File: config.mk
export PLATFORM = sky130hd
export DESIGN_NAME = cim_ibuf_ctrl
export DESIGN_NICKNAME = d
export VERILOG_FILES = /design/src/rtl/cim_ctrl_pkg.sv /design/src/rtl/cim_ibuf_lane_mux.sv /design/src/rtl/cim_ibuf_ctrl.sv
export SDC_FILE = /design/constraint.sdc
export NUM_CORES = 1
export LEC_CHECK = 0
export ABC_AREA = 1
export CAP_MARGIN = 20
export CORE_AREA = 2 2 642 644
export DETAILED_ROUTE_END_ITERATION = 8
export DIE_AREA = 0 0 644 646
export PLACE_DENSITY_LB_ADDON = 0.1
export SLEW_MARGIN = 20
export SYNTH_ARGS = -nofsm -noshare
export SYNTH_HDL_FRONTEND = slang
export SYNTH_HIERARCHICAL = 1
export SYNTH_SLANG_ARGS = --single-unit
export TNS_END_PERCENT = 100
File: constraint.sdc
create_clock -name clk -period 3.25 [get_ports clk]
set_input_delay 0.65 -clock clk [delete_from_list [all_inputs] [get_ports clk]]
set_output_delay 0.65 -clock clk [all_outputs]
set_load 0.01 [all_outputs]
File: src/rtl/cim_ctrl_pkg.sv
// Shared types and sizing helpers for the CIM input-buffer controller.
package cim_ctrl_pkg;

  typedef enum logic [2:0] {
    IDLE,
    WAIT_CIM,
    LOAD,
    WAIT_FUNC,
    DONE
  } state_t;

  function automatic int unsigned cdiv(input int unsigned a, input int unsigned b);
    return (a + b - 1) / b;
  endfunction

  // Rows driven per tile: a full crossbar when the vector spans several tiles,
  // otherwise just the vector length.
  function automatic int unsigned rows_of(input int unsigned input_size,
                                          input int unsigned xbar_size);
    return (cdiv(input_size, xbar_size) > 1) ? xbar_size : input_size;
  endfunction

  function automatic int unsigned beats_of(input int unsigned input_size,
                                           input int unsigned xbar_size,
                                           input int unsigned lanes);
    return cdiv(rows_of(input_size, xbar_size), lanes);
  endfunction

endpackage

File: src/rtl/cim_ibuf_lane_mux.sv
// Row select for one (tile, lane) write field, zeroing rows beyond the vector
// or beyond the latched active length.
module cim_ibuf_lane_mux #(
  parameter int unsigned DATATYPE_SIZE = 8,
  parameter int unsigned INPUT_SIZE    = 201,
  parameter int unsigned LEN_W         = 8
) (
  input  logic [31:0]                          row,
  input  logic [LEN_W-1:0]                     len,
  input  logic [INPUT_SIZE*DATATYPE_SIZE-1:0]  data,
  output logic [DATATYPE_SIZE-1:0]             elem
);

  localparam int unsigned IDX_W = $clog2(INPUT_SIZE * DATATYPE_SIZE);

  logic             valid;
  logic [31:0]      sel;
  logic [IDX_W-1:0] idx;

  // Select the element for this row, or zero when the row is masked.
  always_comb begin
    valid = (row < INPUT_SIZE) && (row < 32'(len));
    sel   = valid ? row : '0;
    idx   = IDX_W'(sel * DATATYPE_SIZE);
    elem  = valid ? data[idx +: DATATYPE_SIZE] : '0;
  end

endmodule

File: src/rtl/cim_ibuf_ctrl.sv
// Input-buffer controller: streams the activation vector into the vertical CIM
// tile stack LANES rows per beat, then launches the compute.
// Optional stall counters are built when CIM_IBUF_PERF_CNT_EN is defined.
module cim_ibuf_ctrl
  import cim_ctrl_pkg::*;
#(
  parameter int unsigned DATATYPE_SIZE = 8,
  parameter int unsigned INPUT_SIZE    = 201,
  parameter int unsigned XBAR_SIZE     = 256,
  parameter int unsigned LANES         = 1
) (
  input  logic                                   clk,
  input  logic                                   rst,
  input  logic                                   i_start,
  input  logic [$clog2(INPUT_SIZE+1)-1:0]        i_len,
  input  logic [INPUT_SIZE*DATATYPE_SIZE-1:0]    i_data,
  input  logic                                   i_cim_busy,
  input  logic                                   i_func_busy,
  output logic                                   o_busy,
  output logic                                   o_cim_we,
  output logic [$clog2(XBAR_SIZE)-1:0]           o_cim_addr,
  output logic [cdiv(INPUT_SIZE, XBAR_SIZE)*LANES*DATATYPE_SIZE-1:0] o_data,
  output logic                                   o_cim_start,
  output logic                                   o_done
`ifdef CIM_IBUF_PERF_CNT_EN
  ,
  output logic [31:0]                            o_stall_cim_cnt,
  output logic [31:0]                            o_stall_func_cnt
`endif
);

  localparam int unsigned V_CIM_TILES = cdiv(INPUT_SIZE, XBAR_SIZE);
  localparam int unsigned BEATS       = beats_of(INPUT_SIZE, XBAR_SIZE, LANES);
  localparam int unsigned BEAT_W      = $clog2(BEATS + 1);
  localparam int unsigned ADDR_W      = $clog2(XBAR_SIZE);
  localparam int unsigned LEN_W       = $clog2(INPUT_SIZE + 1);

  state_t              state_q, state_d;
  logic [BEAT_W-1:0]   beat_q, beat_d;
  logic [LEN_W-1:0]    len_q, len_d;
  logic [LEN_W-1:0]    len_eff;
  logic [ADDR_W-1:0]   addr_d;
  logic                start_acc;

  // Next-state, beat/length update and handshake-qualified strobes.
  // Write and launch strobes are qualified by the live busy inputs so a
  // stalled cycle never issues a write or a launch.
  always_comb begin
    state_d     = state_q;
    beat_d      = beat_q;
    len_d       = len_q;
    start_acc   = 1'b0;
    len_eff     = (i_len == '0 || i_len > LEN_W'(INPUT_SIZE)) ? LEN_W'(INPUT_SIZE) : i_len;
    o_cim_we    = (state_q == LOAD) && !i_cim_busy;
    o_cim_start = (state_q == WAIT_FUNC) && !i_func_busy;
    unique case (state_q)
      IDLE: begin
        if (i_start) begin
          start_acc = 1'b1;
          len_d     = len_eff;
          beat_d    = '0;
          state_d   = i_cim_busy ? WAIT_CIM : LOAD;
        end
      end
      WAIT_CIM: begin
        if (!i_cim_busy) state_d = LOAD;
      end
      LOAD: begin
        if (!i_cim_busy) begin
          if (beat_q == BEAT_W'(BEATS - 1)) begin
            beat_d  = '0;
            state_d = WAIT_FUNC;
          end else begin
            beat_d = beat_q + BEAT_W'(1);
          end
        end
      end
      WAIT_FUNC: begin
        if (!i_func_busy) state_d = DONE;
      end
      DONE: state_d = IDLE;
      default: state_d = IDLE;
    endcase
    addr_d = ADDR_W'(32'(beat_d) * LANES);
  end

  // State, beat, length and registered status outputs.
  always_ff @(posedge clk or negedge rst) begin
    if (!rst) begin
      state_q    <= IDLE;
      beat_q     <= '0;
      len_q      <= '0;
      o_busy     <= 1'b0;
      o_done     <= 1'b0;
      o_cim_addr <= '0;
    end else begin
      state_q    <= state_d;
      beat_q     <= beat_d;
      len_q      <= len_d;
      o_busy     <= (state_d == WAIT_CIM) || (state_d == LOAD) || (state_d == WAIT_FUNC);
      o_done     <= (state_d == DONE);
      o_cim_addr <= addr_d;
    end
  end

  for (genvar t = 0; t < V_CIM_TILES; t++) begin : g_tile
    for (genvar l = 0; l < LANES; l++) begin : g_lane
      cim_ibuf_lane_mux #(
        .DATATYPE_SIZE (DATATYPE_SIZE),
        .INPUT_SIZE    (INPUT_SIZE),
        .LEN_W         (LEN_W)
      ) u_mux (
        .row  (32'(t * XBAR_SIZE + l) + 32'(o_cim_addr)),
        .len  (len_q),
        .data (i_data),
        .elem (o_data[(t*LANES+l)*DATATYPE_SIZE +: DATATYPE_SIZE])
      );
    end
  end

`ifdef CIM_IBUF_PERF_CNT_EN
  // Saturating stall counters, cleared on reset and on every accepted start.
  always_ff @(posedge clk or negedge rst) begin
    if (!rst) begin
      o_stall_cim_cnt  <= '0;
      o_stall_func_cnt <= '0;
    end else if (start_acc) begin
      o_stall_cim_cnt  <= '0;
      o_stall_func_cnt <= '0;
    end else begin
      if (state_q == LOAD && i_cim_busy && o_stall_cim_cnt != '1)
        o_stall_cim_cnt <= o_stall_cim_cnt + 32'd1;
      if (state_q == WAIT_FUNC && i_func_busy && o_stall_func_cnt != '1)
        o_stall_func_cnt <= o_stall_func_cnt + 32'd1;
    end
  end
`else
  logic unused_start_acc;
  assign unused_start_acc = start_acc;
`endif

endmodule

**Word-level counts from Yosys, hierarchy flattened**

Index checks and enable logic that the tools add are counted.
Widths: inputs -> output; s select.

- Flip-flop bits (word level): 21
- Input port bits: 1621
- Output and inout port bits: 20

- Add/sub/neg operators: 1
- $lt $le $gt $ge: 3
- Equality and inequality tests: 10
- Shift-type cells: 1
- Muxes and demuxes: 14
- Reduce and logical (&&, ||, !) cells: 13

Operators by type and width:

| kind | count |
|---|---|
| $shiftx 1608x12->8 | 1 |
| $mux 8 | 6 |
| $pmux 8 s2 | 1 |
| $mux 3 | 5 |
| $eq 3x2->1 const B | 4 |
| $pmux 3 s4 | 1 |
| $add 8x1->8 const B | 1 |
| $eq 8x8->1 const B | 1 |
| $gt 8x8->1 const B | 1 |
| $logic_not 8->1 | 1 |
| $lt 8x8->1 | 1 |
| $lt 8x8->1 const B | 1 |
| $eq 3x1->1 const B | 2 |
| $ne 2x2->1 const B | 2 |
| $eq 3x3->1 const B | 1 |
| $logic_and 1x1->1 | 3 |
| $logic_not 3->1 | 1 |
| $logic_or 1x1->1 | 3 |
| $reduce_and 3->1 | 1 |
| $logic_not 1->1 | 2 |
| $mux 2 | 1 |
| $reduce_and 2->1 | 1 |
| $reduce_bool 2->1 | 1 |

**Logic depth before layout (Yosys ltp)**

- Word-level depth: 7
- Gate-level depth with buffers: 25

**By module**

Netlist, hierarchy kept.

By module, submodules not included:

| module | times used | cells each | area each (µm²) | sequential area each (µm²) |
|---|---|---|---|---|
| cim_ibuf_lane_mux | 1 | 4086 | 17249.0 | 0.0 |
| cim_ibuf_ctrl | 1 | 168 | 1211.2 | 525.5 |

**Worst setup path after synthesis**

Ideal clock, no wire load.

- Kind: register to output
- Start point: reg beat_q[5] (netlist name)
- End point: out o_data[7]
- Arrival time: 2804 ps
- Required time: 2600 ps
- Path slack: -204 ps
- Stages on the path, launching flop included: 21
- Path through: dfrtp_1 ha_1 nand2_1 nand2_1 nand3_1 nand2_1 nor2_2 nand2_1 nor2_4 o21ai_1 buf_2 clkbuf_1 nand3_1 nand2_1 nor2_1 nand2_1 nand3_1 nand3_1 a21oi_1 nor2_1 nor2_1

RTL lines:

| item | RTL line | text |
|---|---|---|
| end: declaration | cim_ibuf_ctrl.sv:22 | `output logic [cdiv(INPUT_SIZE, XBAR_SIZE)*LANES*DATATYPE_SIZE-1:0] o_data,` |

==> summary.txt <==
Clock network
  • Clk_lat worst skew: 260 ps
  • CTS clk-pin slew, worst paths: 70 ps
  • CTS Root Cell: clkbuf_16
  • CTS Sinks: 21
  • CTS buffer count: 3
  • Max Root-Sink Buffers: 2
  • CTS tree: done
  • H-tree depth reported by CTS: 1

Synth
  • Avg Synthesized Cell Area: 4.339 µm²
  • Primary FF master, synth: dfrtp_1
  • Sequential-to-total area share from yosys stat: 0.02847
  • Cell variety after synth: 42
  • Mapped Area: 18460 µm²
  • Async SR Flop Fraction: 1.000
  • Post-synth EDFFs: 0
  • Yosys warnings: 6
  • Register bit total from synthesis: 21
  • Cell count after synthesis: 4254

Detailed routing
  • Post-DRT Antenna Nets: 0
  • DR DRC count: 0
  • Drt first pass iters: 5
  • Vias/cell: 3.145
  • Via count: 37400
  • Detailed Route Iter0 Violations: 2117
  • Per-cell routed wire length: 30.35 µm
  • Final WL: 360900 µm

Worst setup path
  • Worst EP required: 2600 ps
  • Critical path peak fanout: 7
  • Setup crit end kind: output port
  • Worst path arrival time: 4040 ps
  • Critical Setup Path Class: register to output port
  • Startpoint Class: register

Floorplanning
  • Row count: 235
  • Initial Util: 0.04517
  • Die Area: 416000 µm²
  • Die Ht: 646 µm
  • Floorplan core area: 408700 µm²
  • Die Wd: 644 µm
  • Io pins: 1641

Global routing
  • Grt total ovfl: 0
  • Initial antenna violation count: 204
  • First-pass GRT wire length: 442400 µm
  • Vias in the first global route: 39030
  • Largest net degree at the start of global routing: 79
  • All-Layer GR Usage: 0.1650

Worst hold path
  • Worst min path class: register to register

Placed design
  • Gpl congestion: 0.8362
  • Inst Count DP: 11700
  • Dpl ws: -2261 ps
  • Post-DP HPWL: 312300 µm
  • Number of port buffers: 1640

Status
  • Outcome: finished with violations
  • Violated checks: negative setup slack

Pwr
  • Power per cell area: 112.1 nW/µm²
  • Worst vdd ir: 0.2076 mV
  • Leak Pwr: 22.27 nW
  • Design Power: 5.941 mW

STA
  • Period utilization: 1.444
  • Peak Freq: 213.1 MHz
  • Max-slew violations: 0
  • Fin Hold WS: 579.1 ps
  • Final Hold Viols: 0
  • Unrepaired setup endpoints after global routing: true
  • Post-layout min period: 4692 ps
  • Worst slew pin tran: 682.4 ps
  • Setup ws final: -1442 ps
  • Setup Viol. Count Final: 8
  • Slew HR: 0.5402
  • Setup Skew: 6.204 ps

Cells and area
  • P&R area growth vs syn: 187.1%
  • Layout cell share with drive strength beyond 1: 0.2031
  • Finished Layout Cells: 11890
  • # nets final: 8033
  • Fill cell count: 47820
  • Fin util: 0.1297

Flow run
  • Max_cap viols: 0
worst paths after layout:
check | start | end | slack (ps) | cells after the start
hold / removal | len_q[2] | len_q[2] | 580 | 3
max in group asynchronous | rst | beat_q[3] | 2230 | 2
setup / recovery | beat_q[7] | o_data[2] | -1440 | 24
min in group asynchronous | rst | o_busy | 750 | 2
setup reg to reg | beat_q[0] | beat_q[6] | 650 | 10
hold reg to reg | len_q[2] | len_q[2] | 580 | 3
synthesized netlist by cell type, types with 6 or more instances:
cell type | number | area (µm²)
buf_1 | 25 | 93.84
nand4_1 | 29 | 181.4
o21ai_0 | 27 | 135.1
a21oi_1 | 125 | 625.6
nand3_1 | 916 | 4584
nand2_1 | 2251 | 8449
buf_4 | 14 | 105.1
o21ai_1 | 11 | 55.05
nand3b_1 | 7 | 52.55
a31oi_1 | 9 | 56.30
clkbuf_1 | 112 | 420.4
nor2_1 | 279 | 1047
ha_1 | 9 | 112.6
buf_2 | 172 | 860.8
o211ai_1 | 8 | 60.06
dfrtp_1 | 21 | 525.5
inv_1 | 196 | 735.7
a21boi_0 | 6 | 45.04
repair_timing:
| action | CTS | global route |
|---|---|---|
| gates cloned | 17 | 12 |
| resized for setup | 565 | 236 |
| hold buffers | 0 | 0 |
| buffers inserted | 91 | 53 |
| pin swaps | 91 | 118 |
| endpoints found under the setup margin | 8 | 8 |
where the power goes:
part	internal (mW)	switching [mW]	leakage (nW)
combinational	2.72	2.52	22.0
clock	0.166	0.120	0.0411
sequential	0.346	0.0654	0.254
cell type report:
type	instances	area, µm²	area share
repair buffers	2446	26290	0.4961
well taps	5451	6820	0.1287
inverters	204	834.6	0.01575
flip-flops and latches	21	544.3	0.01027
clock inverters	1	5.005	0.00009443
clock buffers	3	75.07	0.001416
multi-input cells	3727	18340	0.3459
diodes	37	92.59	0.001747
cells in the final DEF (no fill, tap or decap), types with 5 or more instances in the layout:
cell type        synthesis  routed
a31oi_1                  9       7
a21boi_0                 6       6
ha_4                     0       6
buf_12                   0     189
clkbuf_16                0      14
a21oi_2                  0      13
nor2_4                   4      40
inv_1                  196     179
nand2_1               2251    2062
o21ai_1                 11      13
o211ai_1                 8       8
inv_2                    4      14
nand3_2                  0     107
buf_16                   0      34
nand3b_1                 7       7
dfrtp_1                 21      14
bufbuf_16                0       6
o21ai_2                  1       5
o21ai_0                 27      18
buf_4                   14     479
nand4_1                 29      29
clkdlybuf4s50_1          0    1632
conb_1                   1      24
buf_6                    1      68
nand3_1                916     760
nand2_4                  1      56
nor2_2                   2      24
buf_8                    1      27
nand3_4                  2      51
a21oi_1                125     108
diode_2                  0      37
nor2_1                 279     221
nand2_2                  1     127
a21oi_4                  1       5
nand2_8                  0       8
stage by stage:
step,instance area (µm²),TNS (ps)
2_1_floorplan,18640,-0.5294
6_report,53000,-11090
5_1_grt,52940,-12470
4_1_cts,51320,-12130
3_5_place_dp,47570,-16250
3_3_place_gp,47570,-17090
kinds of logic (layout without fill, tap and decap cells):
logic type | count (synthesis) | after routing | synth area share
AO/OA/AOI/OAI | 193 | 193 | 0.05646
adder cells (fa/ha/maj) | 9 | 9 | 0.006100
buffers and inverters | 529 | 2654 | 0.1232
flip-flops | 21 | 21 | 0.02847
other | 1 | 61 | 0.0002031
AND/OR/NAND/NOR | 3501 | 3501 | 0.7856
registers in the layout (all words and copies together), names as in the netlist:
name,flops
beat_q,8
o_busy,1
len_q,8
state_q,3
o_done,1
metal layers:
layer	global-route usage	up-vias	routed length [µm]
li1	-	17850	-
met1	0.2076	17880	157200
met2	0.3040	1296	183600
met3	0.02795	280	16500
met4	0.009122	94	3020
met5	0	-	628
worst max-delay path, cell delays in order, from the launching register on:
cell and delay [ps]:
dfrtp_2 430, ha_4 250, buf_4 140, nand3_4 90
nand2_4 60, nor2_4 180, nand3_4 110, buf_6 150
buf_4 130, nor2_4 190, buf_12 170, buf_12 140
buf_16 170, buf_12 130, buf_4 160, nand3_4 140
nor2_1 160, nor2_2 60, nand2_4 110, nand3_4 170
nand2_1 100, nor2_1 60, nor2_2 160, nor2_4 100
buf_12 140
Power figures use the tool's default switching activity.
